**src/rtl/mux2x4_arb.sv**
```systemverilog
// mux2x4_arb: ring/local output-port arbiter.
//
// Two ring inputs each present a flit aimed at one of four output ports. Each
// output port j also has a dedicated local requester. Every ready output picks
// at most one winner per cycle, combinationally. A transfer happens on the
// rising edge where the matching ack/grant is high.
//
// Priority for a ready output j:
//   1. local j, if it has been denied STARVE_LIMIT or more consecutive cycles
//   2. a ring input aimed at j (round-robin pointer breaks a ring-ring tie)
//   3. local j
//
// Ports
//   i_clk          clock, rising edge
//   i_rst_n        asynchronous reset, active low
//   i_r0_valid     ring 0 holds a flit
//   i_r0_dst[1:0]  ring 0 target output
//   i_r1_valid     ring 1 holds a flit
//   i_r1_dst[1:0]  ring 1 target output
//   i_l_req[3:0]   local j requests output j
//   i_out_ready[3:0] downstream of output j accepts this cycle
//   o_sel0..3[1:0] datapath select per output: 0 ring0, 1 ring1, 2 local
//   o_out_valid[3:0] output j carries a granted flit
//   o_r0_ack       ring 0 flit transfers at this edge
//   o_r1_ack       ring 1 flit transfers at this edge
//   o_l_grant[3:0] local j flit transfers at this edge
module mux2x4_arb #(
  parameter int unsigned STARVE_LIMIT = 4
) (
  input  logic       i_clk,
  input  logic       i_rst_n,
  input  logic       i_r0_valid,
  input  logic [1:0] i_r0_dst,
  input  logic       i_r1_valid,
  input  logic [1:0] i_r1_dst,
  input  logic [3:0] i_l_req,
  input  logic [3:0] i_out_ready,
  output logic [1:0] o_sel0,
  output logic [1:0] o_sel1,
  output logic [1:0] o_sel2,
  output logic [1:0] o_sel3,
  output logic [3:0] o_out_valid,
  output logic       o_r0_ack,
  output logic       o_r1_ack,
  output logic [3:0] o_l_grant
);

  localparam logic [2:0] LIMIT   = 3'(STARVE_LIMIT);
  localparam logic [2:0] CNT_MAX = 3'd7;
  localparam logic [1:0] SEL_R0  = 2'd0;
  localparam logic [1:0] SEL_R1  = 2'd1;
  localparam logic [1:0] SEL_LOC = 2'd2;

  // ring priority: 0 = ring0 wins a tie, 1 = ring1 wins a tie
  logic       r_rr_ptr;
  logic [2:0] r_starve_cnt [4];

  logic [3:0] w_r0_win;
  logic [3:0] w_r1_win;
  logic [3:0] w_l_win;
  logic [1:0] w_sel [4];
  logic       w_tie;

  for (genvar j = 0; j < 4; j++) begin : g_out
    logic w_r0_hit;
    logic w_r1_hit;
    logic w_urgent;
    logic w_r0_sel;
    logic w_r1_sel;
    logic w_l_sel;

    assign w_r0_hit = i_r0_valid && (i_r0_dst == 2'(j));
    assign w_r1_hit = i_r1_valid && (i_r1_dst == 2'(j));
    assign w_urgent = i_l_req[j] && (r_starve_cnt[j] >= LIMIT);

    always_comb begin
      w_r0_sel = 1'b0;
      w_r1_sel = 1'b0;
      w_l_sel  = 1'b0;
      if (i_out_ready[j]) begin
        if (w_urgent) begin
          w_l_sel = 1'b1;
        end else if (w_r0_hit && w_r1_hit) begin
          if (r_rr_ptr) w_r1_sel = 1'b1;
          else          w_r0_sel = 1'b1;
        end else if (w_r0_hit) begin
          w_r0_sel = 1'b1;
        end else if (w_r1_hit) begin
          w_r1_sel = 1'b1;
        end else if (i_l_req[j]) begin
          w_l_sel = 1'b1;
        end
      end
    end

    assign w_r0_win[j]    = w_r0_sel;
    assign w_r1_win[j]    = w_r1_sel;
    assign w_l_win[j]     = w_l_sel;
    // no winner parks the select on local
    assign w_sel[j]       = w_r0_sel ? SEL_R0 : (w_r1_sel ? SEL_R1 : SEL_LOC);
    assign o_out_valid[j] = w_r0_sel | w_r1_sel | w_l_sel;
  end

  assign o_sel0    = w_sel[0];
  assign o_sel1    = w_sel[1];
  assign o_sel2    = w_sel[2];
  assign o_sel3    = w_sel[3];
  assign o_r0_ack  = |w_r0_win;
  assign o_r1_ack  = |w_r1_win;
  assign o_l_grant = w_l_win;

  // both rings contend for the same output; only then does priority rotate
  assign w_tie = i_r0_valid && i_r1_valid && (i_r0_dst == i_r1_dst);

  always_ff @(posedge i_clk or negedge i_rst_n) begin
    if (!i_rst_n) begin
      r_rr_ptr <= 1'b0;
      for (int j = 0; j < 4; j++) begin
        r_starve_cnt[j] <= 3'd0;
      end
    end else begin
      // an urgent local taking a contended output leaves both acks low,
      // so the pointer holds in that case
      if (w_tie && o_r0_ack) begin
        r_rr_ptr <= 1'b1;
      end else if (w_tie && o_r1_ack) begin
        r_rr_ptr <= 1'b0;
      end

      for (int j = 0; j < 4; j++) begin
        if (!i_l_req[j] || w_l_win[j]) begin
          r_starve_cnt[j] <= 3'd0;
        end else if (i_out_ready[j] && (r_starve_cnt[j] != CNT_MAX)) begin
          r_starve_cnt[j] <= r_starve_cnt[j] + 3'd1;
        end
      end
    end
  end

endmodule

```
**config.mk**
```make
export PLATFORM = sky130hd
export DESIGN_NAME = mux2x4_arb
export DESIGN_NICKNAME = d
export VERILOG_FILES = /design/src/rtl/mux2x4_arb.sv
export SDC_FILE = /design/constraint.sdc
export NUM_CORES = 1
export LEC_CHECK = 0
export ABC_AREA = 1
export BUFFER_PORTS_ARGS = -buffer_cell sky130_fd_sc_hd__buf_2
export CORE_MARGIN = 5
export CORE_UTILIZATION = 30
export DETAILED_ROUTE_END_ITERATION = 16
export PLACE_DENSITY = 0.57
export SLEW_MARGIN = 20
export SYNTH_ARGS = -nofsm -noshare
export SYNTH_HDL_FRONTEND = slang
export SYNTH_SLANG_ARGS = --single-unit
```
**constraint.sdc**
```tcl
create_clock -name i_clk -period 1.9 [get_ports i_clk]
set_input_delay 0 -clock i_clk [delete_from_list [all_inputs] [get_ports i_clk]]
set_output_delay 0 -clock i_clk [all_outputs]
set_load 0.02 [all_outputs]
```
==> results of run 1 <==
## synth_stat cells, types with 2 or more instances
library cell	instances	area share [%]
buf_4	5	3.6
o21ai_1	3	1.4
nor2_1	18	6.4
nand2_1	46	16
inv_2	2	0.71
o21ai_0	3	1.4
a21oi_1	8	3.8
dfrtp_1	13	31
ha_1	8	9.5
nand3_1	21	9.9
nand4_1	5	3.0
xor2_1	5	4.1
nand2_2	3	1.8
inv_1	15	5.3
## worst max-delay path, cell delays in order (launching register included)
cell and delay (ns):
dfrtp_1 0.41, nand2_1 0.09, nand2_1 0.07, nor2_1 0.12, o21ai_0 0.13, nand4_1 0.13
buf_2 0.17
## metal layers
| layer | up-vias | share of wire, % | global-route usage (%) |
|---|---|---|---|
| met4 | 0 | 1.4 | 4.56 |
| li1 | 573 | - | - |
| met5 | - | 0 | 0 |
| met2 | 24 | 44 | 16.5 |
| met1 | 450 | 49 | 13.3 |
| met3 | 4 | 5.5 | 2.32 |
## metrics by stage
stage	cell area (um2)	hold WS (ns)	setup WS (ns)	total power, mW	cells
after floorplan	1060	-0.296	0.722	0.455	157
after global placement	1230	-0.0889	0.639	0.523	230
after detailed placement	1230	-0.0943	0.646	0.522	230
after CTS	1270	0.00860	0.482	0.700	235
after global routing	1270	0.0253	0.304	0.746	235
final	1270	0.0203	0.504	0.685	235
## cells by family after synthesis
logic type	count (synthesis)	synth area share, %
buffers and inverters	23	10.7
and+or+nand+nor	94	38.3
adders and majority gates	8	9.47
xor gates and xnor gates	5	4.14
DFF	13	30.8
AOI/OAI and AO/OA	14	6.63
## flip-flops by register name, summed over array words and instances, names as in the netlist
| name | flops |
|---|---|
| r_rr_ptr | 1 |
| r_starve_cnt | 12 |
## cell usage in the layout, fill, tap and decap left out, drive strengths merged
cell	n
a21oi	8
buf	33
clkbuf	4
dfrtp	13
dlygate4sd3	1
ha	8
inv	17
nand2	49
nand3	21
nand4	5
nor2	18
nor3	1
o21ai	6
xor2	5
## report_power, final
| group | total [mW] | switching (mW) | internal (mW) |
|---|---|---|---|
| clock network | 0.170 | 0.0883 | 0.0813 |
| registers | 0.309 | 0.0118 | 0.297 |
| logic | 0.207 | 0.137 | 0.0696 |
## final cells by class
cell class / count / share of cell area, %
flip-flops and latches: 13 / 25.7
clock buffers: 4 / 2.07
well taps: 46 / 4.54
repair buffers: 34 / 13.8
multi-input cells: 121 / 48.9
inverters: 17 / 5.03
## final timing paths
| path | startpoint | to | slack (ns) | cells past startpoint |
|---|---|---|---|---|
| max | r_starve_cnt[2] | o_r0_ack | 0.50 | 6 |
| min | i_l_req[1] | r_starve_cnt[6] | 0.02 | 3 |
| max reg2reg | r_starve_cnt[3] | r_starve_cnt[3] | 0.63 | 6 |
| min reg2reg | r_rr_ptr | r_rr_ptr | 0.47 | 2 |
| max in group asynchronous | i_rst_n | r_starve_cnt[5] | 1.55 | 2 |
| min in group asynchronous | i_rst_n | r_starve_cnt[1] | 0.13 | 2 |
## what timing repair did
item,4_1_cts,5_1_grt
hold endpoints to repair,13,0
hold buffers,1,0
setup endpoints to repair,0,0
==> results by stage, run 1 <==
Worst setup path:
- The element type at the critical path end is an output port.
- The biggest fanout along the worst timing path is 3.
- STA puts the critical path data required time at 1.90 ns.
- The critical path start-end classification is flop to output port.
- STA classifies the critical path startpoint as a flop.
- Data on the critical path arrives at its endpoint at 1.40 ns.

Global routing:
- The total global routing overflow is 0.
- Global routing consumed, over all layers together, 10.4% of the routing resources.
- The pin count of the biggest net entering global routing is 14.
- The via count of the first global-routing pass came to 1013.
- The global-route wire length before repair is 4.26 mm.
- The initial antenna violation count was 0.

Clock network:
- TritonCTS built the clock tree.
- The number of buffers created by CTS is 3.
- The clock passes through at most 2 buffers.
- Post-CTS repair changed the size of 0 cells.
- The clock reaches the later pin of the worst-skew pair after 0.27 ns.
- Clock tree synthesis found a total of 13 sinks.
- Buffers added to address setup during post-CTS repair amount to 0.
- CTS built an H-tree with a depth of 1.
- The clock slew seen by the registers of the worst setup and hold paths is 0.08 ns.
- The tree is rooted in a clkbuf_4.

Routing:
- The final antenna-violating net count is 0.
- Detailed routing inserted a total of 1051 vias.
- The violation count after the first detailed-routing iteration is 54.
- The average wire per cell in the routed design is 10.0 um.
- For this run, the detailed router's first-pass iteration total came to 6.
- After detailed routing, the number of remaining DRC violations is 0.
- The via density per instance is 4.47.
- The overall routed net length is 2.36 mm.

Logic synthesis:
- Counting flops with a built-in enable in the synthesized netlist gives 0.
- For this run, the leading register cell type out of synthesis is dfrtp_1.
- The number of library cell types mapped by synthesis is 16.
- The mapped netlist covers 1060 um2.
- The mean post-synth cell area is 6.73 um2.
- The synthesized net count is 181.
- For this run, the number of Yosys warnings is 0.
- Counting flops and latches in the post-synthesis netlist gives 13.
- For this run, the register share of the synthesized area comes to 30.8%.
- The share of synthesized registers carrying an async set or reset is 100%.
- The number of standard cells after synthesis is 157.

Final layout:
- The number of fill cells in the layout is 401.
- Of the cells placed in the final design, the portion with a size suffix greater than 1 is 22.2%.
- The area growth from synthesis to layout is 19.9%.
- The number of antenna cells inserted is 0.
- At the end of the flow the core is filled with cells to 37.7%.
- The net count of the finished layout is 214.
- The combined area of the multi-input logic cells is 619 um2.
- Across the whole layout, storage elements account for 325 um2.

Pwr:
- The peak supply drop is 354 uV.
- The reported leakage power is 0.774 nW.
- The power density over the cells is 541 nW/um2.

Timing:
- The shortest clock period the worst path allows after layout is 1.40 ns.
- Setup repair after global routing left no endpoint under its margin.
- In this run the tightest slew margin relative to its limit is 80.6%.
- The portion of the clock cycle consumed by the worst path in the final layout is 73.5%.
- The sum of negative setup slack is 0 ns.
- The max-slew violation total from the final report is 0.
- Setup violations remaining at the end of the flow were counted as 0.
- Across the routed clock network, the largest skew measured is 0.000761 ns.
- The maximum operating frequency is 0.716 GHz.
- The slew at the pin with the worst max-slew slack is 0.291 ns.
- The count of final hold-check violations was 0.

Worst hold path:
- The worst hold-check path type is primary input to flop.

Floorplan:
- The cell row count is 21.
- The height of the chip is 69.4 um.
- 34 I/O pins were placed.
- The area of the core is 3360 um2.
- The effective utilization at floorplan is 31.4%.
- The die covers 4810 um2.
- The die is 69.4 um wide.

Job:
- The count of maximum capacitance violations is 0.

Place:
- Input and output buffers added on the ports amount to 33.
- The HPWL after detailed placement is 2.00 mm.
- At the end of routability-driven placement, the weighted congestion stood at 0.744.

Outcome:
- The flow ran to the end, and the final reports show no timing, DRC or antenna violations.
No activity file was read; power rests on OpenSTA's default activity.
==> inputs of run 2 (changes only) <==
--- a/config.mk
+++ b/config.mk
@@ -5,12 +5,12 @@
 export SDC_FILE = /design/constraint.sdc
 export NUM_CORES = 1
 export LEC_CHECK = 0
-export ABC_AREA = 1
+export ABC_AREA = 0
 export BUFFER_PORTS_ARGS = -buffer_cell sky130_fd_sc_hd__buf_2
 export CORE_MARGIN = 5
 export CORE_UTILIZATION = 30
 export DETAILED_ROUTE_END_ITERATION = 16
-export PLACE_DENSITY = 0.57
+export PLACE_DENSITY = 0.56
 export SLEW_MARGIN = 20
 export SYNTH_ARGS = -nofsm -noshare
 export SYNTH_HDL_FRONTEND = slang
==> constraint.sdc (replaced) <==
create_clock -name i_clk -period 1.4 [get_ports i_clk]
set_input_delay 0 -clock i_clk [delete_from_list [all_inputs] [get_ports i_clk]]
set_output_delay 0 -clock i_clk [all_outputs]
set_load 0.02 [all_outputs]
==> run 2 against run 1 <==
Against the previous run:
- the flow now finishes with violations (negative setup slack)
- clock skew grew 0.0051 ns
- design area is 29% higher
- global-route usage increased by 1.1 points
- first-iteration DRC count up 46%
- clock power up 95%
- register-to-register slack got worse by 0.68 ns
- cell count shrank 3.0%
- area after synthesis grew 12%
- worst hold slack better by 0.038 ns
- critical path type unchanged
- synthesized cell count is 13% lower
- non-clock buffer count increased by 12
==> results by stage, run 2 <==
Final layout:
- The cell area after layout was 1640 um2 (+29%).
- The ratio of cells with drive above 1 in the final layout is 41.7% (+19 points).
- Relative to the synthesized area, the layout overhead comes to 38.3%.
- Leaving out fill and tap cells, the most frequent cell in the layout is buf_2.
- The number of flip-flops under the largest register name is 12 (unchanged).
- The register name with the most flops is r_starve_cnt.
- In the layout the commonest cells are buf_2, nor2_1, buf_4.
- The number of antenna cells inserted was 0 (unchanged).
- The largest registers in the layout are r_starve_cnt x12, r_rr_ptr x1.
- The final net count is 205 (-4.2%).

Logic synthesis:
- The mean post-synth cell area is 8.70 um2 (+29%).
- The most common cell in the synthesized netlist is nor2_1.
- Ranked by total cell area, the synthesized netlist is headed by dfrtp_1, ha_1, mux2i_1.
- The number of standard cells after synthesis is 136 (-13%).
- The count of flip-flops with a built-in enable after synthesis was 0 (unchanged).
- The number of library cell types mapped by synthesis is 38 (+22).
- The proportion of netlist area held by the largest area contributor is 27.5% (-3.3 points).
- The share of synthesized registers carrying an async set or reset is 100% (unchanged).
- The number of warnings reported in the yosys synthesis log is 0 (unchanged).
- The synthesized net count is 160 (-12%).
- The dominant cell type by area after synthesis is dfrtp_1.
- The total of flip-flops plus latches after synthesis is 13 (unchanged).
- The commonest register cell after synthesis is dfrtp_1.
- The sequential fraction of the synthesis area is 27.5% (-3.3 points).
- The post-synthesis instance area came to 1180 um2 (+12%).
- The commonest cells after synthesis are nor2_1, dfrtp_1, nand2_1.

Worst hold path:
- The path class of the tightest hold or removal check is primary input to flop.

Routing:
- The violation count after the first detailed-routing iteration is 79 (+46%).
- The via density per instance is 5.01 (+12%).
- The number of vias after detailed routing was 1143 (+8.8%).
- The overall routed net length is 2.99 mm (+26%).
- The final antenna-violating net count came to 0 (unchanged).
- The first-pass iteration count of the detailed router is 4 (-2).
- The number of design rule violations left after detail routing is 0 (unchanged).
- The average wire per cell in the routed design is 13.1 um (+30%).

Worst setup path:
- STA classifies the critical path startpoint as a flop.
- The critical path start-end classification is flop to output port.
- The required time at the worst-slack endpoint is 1.40 ns (-0.50 ns).
- The biggest fanout along the worst timing path is 6 (+3).
- The element type at the critical path end is an output port.
- The arrival time of data at the critical path endpoint is 1.62 ns (+0.22 ns).

Floorplan:
- The height of the chip is 72.8 um (+5.0%).
- The number of primary I/O pins is 34 (unchanged).
- The die outline area is 5300 um2 (+10%).
- The area of the core is 3740 um2 (+11%).
- The overall die width is 72.8 um (+5.0%).
- The cell row count is 22 (+4.8%).
- The effective utilization at floorplan is 31.6% (+0.18 points).

Timing:
- Setup repair after global routing could not meet its margin everywhere.
- The final-report setup violation count is 4 (+4).
- The worst setup slack after layout is -0.217 ns (-0.721 ns).
- The max-slew violation total from the final report was 0 (unchanged).
- The count of final hold-check violations is 0 (unchanged).
- The minimum hold slack came to 0.0586 ns (+0.0383 ns).
- The portion of the clock cycle consumed by the worst path in the final layout is 115%.
- The shortest clock period the worst path allows after layout is 1.62 ns.
- Static timing analysis puts the maximum clock frequency at 0.618 GHz.
- The worst slew margin relative to its limit is 77.5% (-3.1 points).
- The sum of negative setup slack is -0.498 ns (-0.498 ns).
- The clock tree skew after final layout came to 0.00586 ns (+0.00510 ns).
- The slew at the pin with the worst max-slew slack is 0.333 ns (+0.0417 ns).

Clock network:
- The clock network latency to the later pin of the worst-skew pair is 0.24 ns (-0.03 ns).
- The maximum number of buffers from clock root to sink is 2 (unchanged).
- The number of buffers created by CTS is 3 (unchanged).
- The number of levels in the clock H-tree was 1 (unchanged).
- The clock tree from TritonCTS is done.
- The tree is rooted in a clkbuf_8.
- The clock slew seen by the registers of the worst setup and hold paths is 0.06 ns (-0.02 ns).
- The count of clock tree sinks is 13 (unchanged).

Outcome:
- The checks that failed: negative setup slack.
- The run finished, with violations left.

Global routing:
- The via count of the first global-routing pass came to 1150 (+14%).
- The global-route wire length before repair is 4.97 mm (+17%).
- The overall track demand over capacity in global routing came to 11.4% (+1.1 points).
- The pin count of the biggest net entering global routing was 14 (unchanged).
- The initial antenna violation count was 0 (unchanged).
- The total global routing overflow is 0 (unchanged).

Pwr:
- The overall power after layout is 1.05 mW (+53%).
- The peak supply drop is 358 uV (+1.1%).
- The reported leakage power was 0.835 nW (+7.8%).
- The power density over the cells is 641 nW/um2 (+19%).

Place:
- The routability congestion estimate came to 0.825 (+11%).
- The detailed placement HPWL is 2.26 mm (+13%).
- The number of buffers added on ports is 33 (unchanged).
- The cell area after placement is 1400 um2 (+14%).

Job:
- The count of maximum capacitance violations is 0 (unchanged).
## run 2: changes by cell type after synthesis, sizes merged, moves of 5 or more
cell / delta
nand2: -38
nand3: -21
inv: -9
mux2i: +8
a21boi: +7
nor2b: +7
and2: +5
and3: +5
xnor2: +5
xor2: -5
## run 2: timing repair
action                                  CTS  global route
buffers inserted                          3             5
hold endpoints to repair                 13             0
endpoints found under the setup margin   12            17
gates resized for setup                  13            20
hold buffers                              1             0
pin swaps                                 5             6
## run 2: through the flow
stage / util, % / cells / setup slack (ns)
after floorplan: - / 136 / 0.0490
after global placement: 37.5 / 216 / 0.00277
after detailed placement: 37.5 / 216 / -0.0586
after CTS: 40.9 / 224 / -0.212
after global routing: 43.7 / 228 / -0.361
final: 43.7 / 228 / -0.217
## run 2: worst paths after layout
path	start	slack, ns	depth (start not counted)	endpoint
worst max-delay path	r_rr_ptr	-0.22	4	o_r1_ack
worst min-delay path	i_l_req[0]	0.06	3	r_starve_cnt[9]
worst max register to register	r_starve_cnt[8]	-0.05	7	r_rr_ptr
worst min register to register	r_starve_cnt[4]	0.53	2	r_starve_cnt[4]
max in group asynchronous	i_rst_n	0.98	2	r_rr_ptr
min in group asynchronous	i_rst_n	0.17	2	r_starve_cnt[3]
## run 2: final cells by class
class | count | area [um2]
fill | 403 | 2110
multi-input combinational | 109 | 881
sequential | 13 | 327
timing repair buffer | 46 | 293
tap | 48 | 60.1
clock buffer | 3 | 41.3
inverter | 8 | 30.0
clock inverter | 1 | 5.00
## run 2: where the power goes
part	switching, mW	internal (mW)	leakage, nW
registers	0.00849	0.387	0.174
clock network	0.135	0.196	0.0255
logic	0.178	0.144	0.635
total	0.322	0.727	0.835
## run 2: per-layer routing
layer	wire length [um]	GRT usage (%)	share of wire, %	vias up
met5	0	0	0	-
met4	50	4.30	1.7	0
met3	136	2.07	4.6	6
met2	1530	20.3	51	24
met1	1270	13.5	43	544
li1	-	-	-	569
## run 2: cells by family after synthesis
logic type      share of synthesized area [%]
compound gates                           20.8
xor+xnor                                 3.70
fa+ha+maj                                8.46
buf+inv                                  6.13
flops                                    27.5
mux                                      6.77
simple gates                             26.6
## run 2: critical path, cell delays in order, from the launching register on
cell      delay (ns)
dfrtp_2         0.46
nor4bb_2        0.37
a21boi_1        0.27
o21bai_1        0.11
buf_4           0.16
